**config.mk**
```make
export PLATFORM = sky130hd
export DESIGN_NAME = axi_sram_slave
export DESIGN_NICKNAME = d
export VERILOG_FILES = /design/src/rtl/axi_sram_slave.sv
export SDC_FILE = /design/constraint.sdc
export NUM_CORES = 1
export LEC_CHECK = 0
export ABC_AREA = 1
export CAP_MARGIN = 20
export CORE_MARGIN = 4
export CORE_UTILIZATION = 48
export DETAILED_ROUTE_END_ITERATION = 8
export PLACE_DENSITY = 0.86
export SYNTH_ARGS = -nofsm -noshare
export SYNTH_HDL_FRONTEND = slang
export SYNTH_SLANG_ARGS = --single-unit
```
**constraint.sdc**
```tcl
create_clock -name clk -period 2.9 [get_ports clk]
set_clock_uncertainty 0.1 [all_clocks]
set_input_delay 0.435 -clock clk [delete_from_list [all_inputs] [get_ports clk]]
set_output_delay 0.435 -clock clk [all_outputs]
set_load 0.02 [all_outputs]
```
**src/rtl/axi_sram_slave.sv**
```systemverilog
// Single-beat AXI responder in front of a synchronous single-port SRAM.
// AW/W/B/AR/R target; one FSM serialises accesses; SLVERR on bad wlast/address.
module axi_sram_slave #(
  parameter int SRAM_AW = 16
) (
  input  logic               clk,
  input  logic               resetn,
  input  logic [31:0]        awaddr,
  input  logic               awvalid,
  output logic               awready,
  input  logic [31:0]        wdata,
  input  logic [3:0]         wstrb,
  input  logic               wlast,
  input  logic               wvalid,
  output logic               wready,
  output logic [1:0]         bresp,
  output logic               bvalid,
  input  logic               bready,
  input  logic [31:0]        araddr,
  input  logic               arvalid,
  output logic               arready,
  output logic [31:0]        rdata,
  output logic [1:0]         rresp,
  output logic               rlast,
  output logic               rvalid,
  input  logic               rready,
  output logic               sram_en,
  output logic [3:0]         sram_we,
  output logic [SRAM_AW-1:0] sram_addr,
  output logic [31:0]        sram_wdata,
  input  logic [31:0]        sram_rdata
);

  localparam logic [1:0] OKAY   = 2'b00;
  localparam logic [1:0] SLVERR = 2'b10;

  typedef enum logic [2:0] {
    IDLE, WR, BRESP, RD, RCAP, RRESP
  } state_t;

  state_t state;

  logic               aw_held;
  logic               w_held;
  logic [SRAM_AW-1:0] aw_word;
  logic               aw_oor;
  logic [31:0]        wdata_q;
  logic [3:0]         wstrb_q;
  logic               wlast_q;
  logic               ar_err;

  logic               idle;
  logic               aw_hs;
  logic               w_hs;
  logic               ar_hs;
  logic               wr_go;
  logic               wr_ok;
  logic               ar_oor;
  logic [SRAM_AW-1:0] e_word;
  logic               e_oor;
  logic [31:0]        e_data;
  logic [3:0]         e_strb;
  logic               e_last;
  logic               unused_addr_bits;

  assign unused_addr_bits = ^{awaddr[1:0], araddr[1:0]};

  // Readies are gated by resetn so they read 0 while reset is held.
  assign idle    = resetn & (state == IDLE);
  assign awready = idle & ~aw_held;
  assign wready  = idle & ~w_held;
  // Writes win: no read while any write beat is held or offered.
  assign arready = idle & ~aw_held & ~w_held
                 & ~awvalid & ~wvalid;

  assign aw_hs = awvalid & awready;
  assign w_hs  = wvalid & wready;
  assign ar_hs = arvalid & arready;

  // Same-edge handshakes bypass the holding registers.
  assign e_word = aw_hs ? awaddr[SRAM_AW+1:2] : aw_word;
  assign e_oor  = aw_hs ? |awaddr[31:SRAM_AW+2] : aw_oor;
  assign e_data = w_hs ? wdata : wdata_q;
  assign e_strb = w_hs ? wstrb : wstrb_q;
  assign e_last = w_hs ? wlast : wlast_q;

  assign wr_go  = (aw_held | aw_hs) & (w_held | w_hs);
  assign wr_ok  = e_last & ~e_oor;
  assign ar_oor = |araddr[31:SRAM_AW+2];

  always_ff @(posedge clk or negedge resetn) begin
    if (!resetn) begin
      state      <= IDLE;
      aw_held    <= 1'b0;
      w_held     <= 1'b0;
      aw_word    <= '0;
      aw_oor     <= 1'b0;
      wdata_q    <= '0;
      wstrb_q    <= '0;
      wlast_q    <= 1'b0;
      ar_err     <= 1'b0;
      bvalid     <= 1'b0;
      bresp      <= OKAY;
      rvalid     <= 1'b0;
      rlast      <= 1'b0;
      rresp      <= OKAY;
      rdata      <= '0;
      sram_en    <= 1'b0;
      sram_we    <= '0;
      sram_addr  <= '0;
      sram_wdata <= '0;
    end else begin
      sram_en <= 1'b0;
      sram_we <= '0;
      unique case (state)
        IDLE: begin
          if (aw_hs) begin
            aw_held <= 1'b1;
            aw_word <= awaddr[SRAM_AW+1:2];
            aw_oor  <= |awaddr[31:SRAM_AW+2];
          end
          if (w_hs) begin
            w_held  <= 1'b1;
            wdata_q <= wdata;
            wstrb_q <= wstrb;
            wlast_q <= wlast;
          end
          // SRAM strobes are registered, so they are
          // loaded on the edge that enters WR/RD.
          if (wr_go) begin
            state      <= WR;
            sram_en    <= wr_ok;
            sram_we    <= wr_ok ? e_strb : 4'h0;
            sram_addr  <= e_word;
            sram_wdata <= e_data;
            bresp      <= wr_ok ? OKAY : SLVERR;
          end else if (ar_hs) begin
            state     <= RD;
            ar_err    <= ar_oor;
            sram_en   <= ~ar_oor;
            sram_addr <= araddr[SRAM_AW+1:2];
          end
        end
        WR: begin
          aw_held <= 1'b0;
          w_held  <= 1'b0;
          bvalid  <= 1'b1;
          state   <= BRESP;
        end
        BRESP: begin
          if (bready) begin
            bvalid <= 1'b0;
            state  <= IDLE;
          end
        end
        RD: begin
          state <= RCAP;
        end
        RCAP: begin
          rdata  <= ar_err ? 32'h0 : sram_rdata;
          rresp  <= ar_err ? SLVERR : OKAY;
          rvalid <= 1'b1;
          rlast  <= 1'b1;
          state  <= RRESP;
        end
        RRESP: begin
          if (rready) begin
            rvalid <= 1'b0;
            rlast  <= 1'b0;
            state  <= IDLE;
          end
        end
        default: state <= IDLE;
      endcase
    end
  end

endmodule

```
==> impl_metrics.prom <==
# TYPE chip_impl_metric gauge
chip_impl_metric{name="area_of_the_multi_input_gates",unit="mm2"} 0.00206
chip_impl_metric{name="cts.repair.resized",unit=""} 0
chip_impl_metric{name="peakVddDrop",unit="uV"} 554
chip_impl_metric{name="period_share",unit="%"} 96.5
chip_impl_metric{name="number_of_global_route_vias_before_repair",unit=""} 5489
chip_impl_metric{name="post_cts.repair.setup_buffers",unit=""} 0
chip_impl_metric{name="post-synth-top-area-fraction",unit="%"} 59.9
chip_impl_metric{name="area_growth_syn_to_layout",unit="%"} 48.9
chip_impl_metric{name="route.vias.total",unit=""} 5410
chip_impl_info{name="synth_top_cells_by_count",value="sky130_fd_sc_hd__nand2_1 (299), sky130_fd_sc_hd__dfrtp_1 (149), sky130_fd_sc_hd__inv_1 (66)"} 1
chip_impl_metric{name="cts-root-to-sink-buffers",unit=""} 2
chip_impl_metric{name="fin_crit",unit="ps"} 2800
chip_impl_metric{name="total_power",unit="mW"} 9.35
chip_impl_metric{name="final.fill_count",unit=""} 944
chip_impl_metric{name="synth.ff_latch_count",unit=""} 149
chip_impl_info{name="cpMaxStageDelayCell",value="sky130_fd_sc_hd__clkdlybuf4s50_1"} 1
chip_impl_metric{name="antenna_found_initial",unit=""} 0
chip_impl_metric{name="routabilityCongestion",unit=""} 0.803
chip_impl_metric{name="place_hpwl",unit="um"} 11900
chip_impl_metric{name="first_pass_iters",unit=""} 4
chip_impl_metric{name="yosys_warnings",unit=""} 0
chip_impl_metric{name="ys_types",unit=""} 28
chip_impl_info{name="worstPathCellList",value="dlygate4sd3_1 -> buf_6 -> nand4_1 -> buf_4 -> inv_1 -> clkdlybuf4s50_1"} 1
chip_impl_info{name="critical_path.startpoint_type",value="input port"} 1
chip_impl_metric{name="critical_path.n_buffers_inverters",unit=""} 5
chip_impl_metric{name="hold_viol",unit=""} 0
chip_impl_metric{name="core",unit="mm2"} 0.0127
chip_impl_metric{name="antenna_cells_inserted",unit=""} 0
chip_impl_metric{name="grt_first_pass_wirelength",unit="um"} 26900
chip_impl_metric{name="seq_area_frac_synth",unit="%"} 59.9
chip_impl_metric{name="crit_arrival",unit="ps"} 2260
chip_impl_metric{name="dr_wl_cell",unit="um"} 15.2
chip_impl_metric{name="clock_pin_slew_of_the_registers_on_the_worst_case_setup_and_hold_paths",unit="ps"} 60
chip_impl_metric{name="finalSetupTns",unit="ps"} 0
chip_impl_metric{name="combinationalPowerShare",unit="%"} 39.9
chip_impl_metric{name="pwr-share-clk",unit="%"} 24.5
chip_impl_metric{name="io_buffer_count",unit=""} 228
chip_impl_metric{name="maxSlewHeadroom",unit="%"} 40.0
chip_impl_info{name="worst_hold_path_type",value="input port to async pin"} 1
chip_impl_info{name="end_kind",value="primary output"} 1
chip_impl_metric{name="slew_viol_final",unit=""} 0
chip_impl_metric{name="intPower",unit="mW"} 6.06
chip_impl_metric{name="final_antenna_net_count",unit=""} 0
chip_impl_metric{name="std_cell_rows",unit=""} 41
chip_impl_metric{name="htree_num_levels",unit=""} 4
chip_impl_metric{name="remaining_drc_errors",unit=""} 0
chip_impl_metric{name="final-seq-area",unit="mm2"} 0.00373
chip_impl_metric{name="cts-buffers-inserted",unit=""} 17
chip_impl_info{name="post-synth-top-count-cell",value="sky130_fd_sc_hd__nand2_1"} 1
chip_impl_metric{name="global_route.overflow_total",unit=""} 0
chip_impl_metric{name="seq_power_share",unit="%"} 35.6
chip_impl_metric{name="critPathMaxFanout",unit=""} 19
chip_impl_metric{name="postSynthAreaPerCell",unit="um2"} 8.92
chip_impl_info{name="tritoncts",value="built"} 1
chip_impl_metric{name="final-setup-viol-count",unit=""} 0
chip_impl_metric{name="post_route_cells_drive_above_1_share",unit="%"} 6.29
chip_impl_info{name="setup_repair_after_global_routing_missed_its_margin",value="false"} 1
chip_impl_metric{name="synth_edf_count",unit=""} 0
chip_impl_info{name="cts-root-buf",value="sky130_fd_sc_hd__clkbuf_16"} 1
chip_impl_metric{name="power.density",unit="mW/mm2"} 1010
chip_impl_metric{name="p_switching",unit="mW"} 3.30
chip_impl_metric{name="vias_per_cell",unit=""} 4.87
chip_impl_metric{name="cts_hold_repair.buffers",unit=""} 1
chip_impl_metric{name="clock.fmax",unit="MHz"} 357
chip_impl_metric{name="max_cap_viol_count",unit=""} 0
chip_impl_info{name="synth_ff_type",value="sky130_fd_sc_hd__dfrtp_1"} 1
chip_impl_metric{name="drt_iter0_drc",unit=""} 421
chip_impl_metric{name="async_flop_share",unit="%"} 100
chip_impl_metric{name="dieArea",unit="mm2"} 0.0149
chip_impl_metric{name="floorplan.initialDensity",unit="%"} 49.1
chip_impl_metric{name="pin_count",unit=""} 235
chip_impl_metric{name="routed_wl",unit="um"} 16900
chip_impl_metric{name="grt_max_degree",unit=""} 73
chip_impl_metric{name="syn_area",unit="mm2"} 0.00622
chip_impl_metric{name="die_x",unit="um"} 122
chip_impl_metric{name="die_h",unit="um"} 122
chip_impl_info{name="worstSetupPathType",value="input port to primary output"} 1
chip_impl_metric{name="synthesis.instances",unit=""} 698
chip_impl_info{name="cell_type_with_the_largest_total_area_after_synthesis",value="sky130_fd_sc_hd__dfrtp_1"} 1
chip_impl_info{name="status",value="finished clean"} 1
chip_impl_metric{name="max_stage_delay",unit="ps"} 600
chip_impl_metric{name="cts_num_sinks",unit=""} 149
chip_impl_metric{name="clkLatencyLatePin",unit="ps"} 400
chip_impl_metric{name="cp.required",unit="ps"} 2370
chip_impl_metric{name="nets",unit=""} 1066
chip_impl_metric{name="worstMarginPinSlew",unit="ps"} 900
chip_impl_metric{name="cellLeakagePower",unit="nW"} 4.60
chip_impl_metric{name="groute.usage.overall",unit="%"} 23.2
chip_impl_info{name="timing.critical_path.max_delay_family",value="buffers and inverters"} 1
chip_impl_metric{name="switching_share",unit="%"} 35.3
chip_impl_info{name="synth.top_cells.by_area",value="sky130_fd_sc_hd__dfrtp_1 (60%), sky130_fd_sc_hd__nand2_1 (18%), sky130_fd_sc_hd__a22o_1 (4.5%)"} 1
metrics by stage:
step | area, um2 | setup WS, ps | util (%) | cells | hold slack (ps)
after floorplan | 6230 | 1140 | - | 699 | 39.4
after global placement | 8640 | 400 | 68.2 | 1078 | 155
final | 9270 | 102 | 73.1 | 1110 | 326
after global routing | 9270 | 48.5 | 73.1 | 1110 | 311
after CTS | 9270 | 101 | 73.1 | 1110 | 306
after detailed placement | 8640 | 394 | 68.2 | 1078 | 154
per-layer routing:
metal / track usage, % / wire [um] / vias to the layer above
li1: - / - / 2618
met1: 29.3 / 6860 / 2565
met2: 38.5 / 8410 / 206
met3: 6.78 / 1350 / 21
met4: 7.98 / 288 / 0
met5: 0 / 0 / -
power by group through the flow:
stage	Combinational, mW	Clock [mW]	Sequential, mW
detailed placement	3.76	0	3.33
global route	4.11	2.43	3.42
global placement	3.64	0	3.32
finish	3.74	2.29	3.33
CTS	3.78	2.34	3.33
floorplan	1.57	0	3.87
sequential cells by signal, indices dropped and copies added (netlist names), 3 cells and up:
signal / count
state: 3
sram_wdata: 32
sram_addr: 16
sram_we: 4
rdata: 32
wstrb_q: 4
wdata_q: 32
aw_word: 16
placed cells by master (no fill, tap or decap), drive strengths merged:
master,instances
nor3,1
inv,72
nand3,44
nand3b,1
conb,2
nand2,302
clkinvlp,1
dlygate4sd3,1
o21bai,18
a21oi,2
o21ai,3
a22o,32
nor2,36
o21a,1
bufinv,4
clkinv,6
nand4,3
clkbuf,19
clkdlybuf4s50,227
nor4,2
buf,12
dfrtp,149
worst paths after layout:
kind | startpoint | end | slack (ps) | cells after the start
worst max register to register | state[0]$_DFFE_PN0P_ | sram_wdata[12]$_DFFE_PN0P_ | 640 | 8
min in group clk | wdata_q[9]$_DFFE_PN0P_ | wdata_q[9]$_DFFE_PN0P_ | 370 | 2
max in group asynchronous | resetn | rdata[21]$_DFFE_PN0P_ | 1280 | 3
worst max-delay path | resetn | awready | 100 | 6
worst min register to register | wdata_q[9]$_DFFE_PN0P_ | wdata_q[9]$_DFFE_PN0P_ | 370 | 2
worst min-delay path | resetn | wlast_q$_DFFE_PN0P_ | 330 | 2
cell families after synthesis:
logic type | Yosys count | share of synthesized area [%]
buffers and inverters | 103 | 7.10
AO/OA/AOI/OAI | 56 | 7.56
other | 1 | 0.0603
flip-flops | 149 | 59.9
AND/OR/NAND/NOR | 389 | 25.4
cell type report:
| cell class | count | area share, % |
|---|---|---|
| clock buffer | 19 | 4.78 |
| timing repair buffer | 240 | 25.6 |
| clock inverter | 12 | 1.92 |
| sequential | 149 | 40.2 |
| inverter | 71 | 2.88 |
| multi-input combinational | 447 | 22.2 |
| tap | 172 | 2.32 |
(Power assumes the default switching activity.)
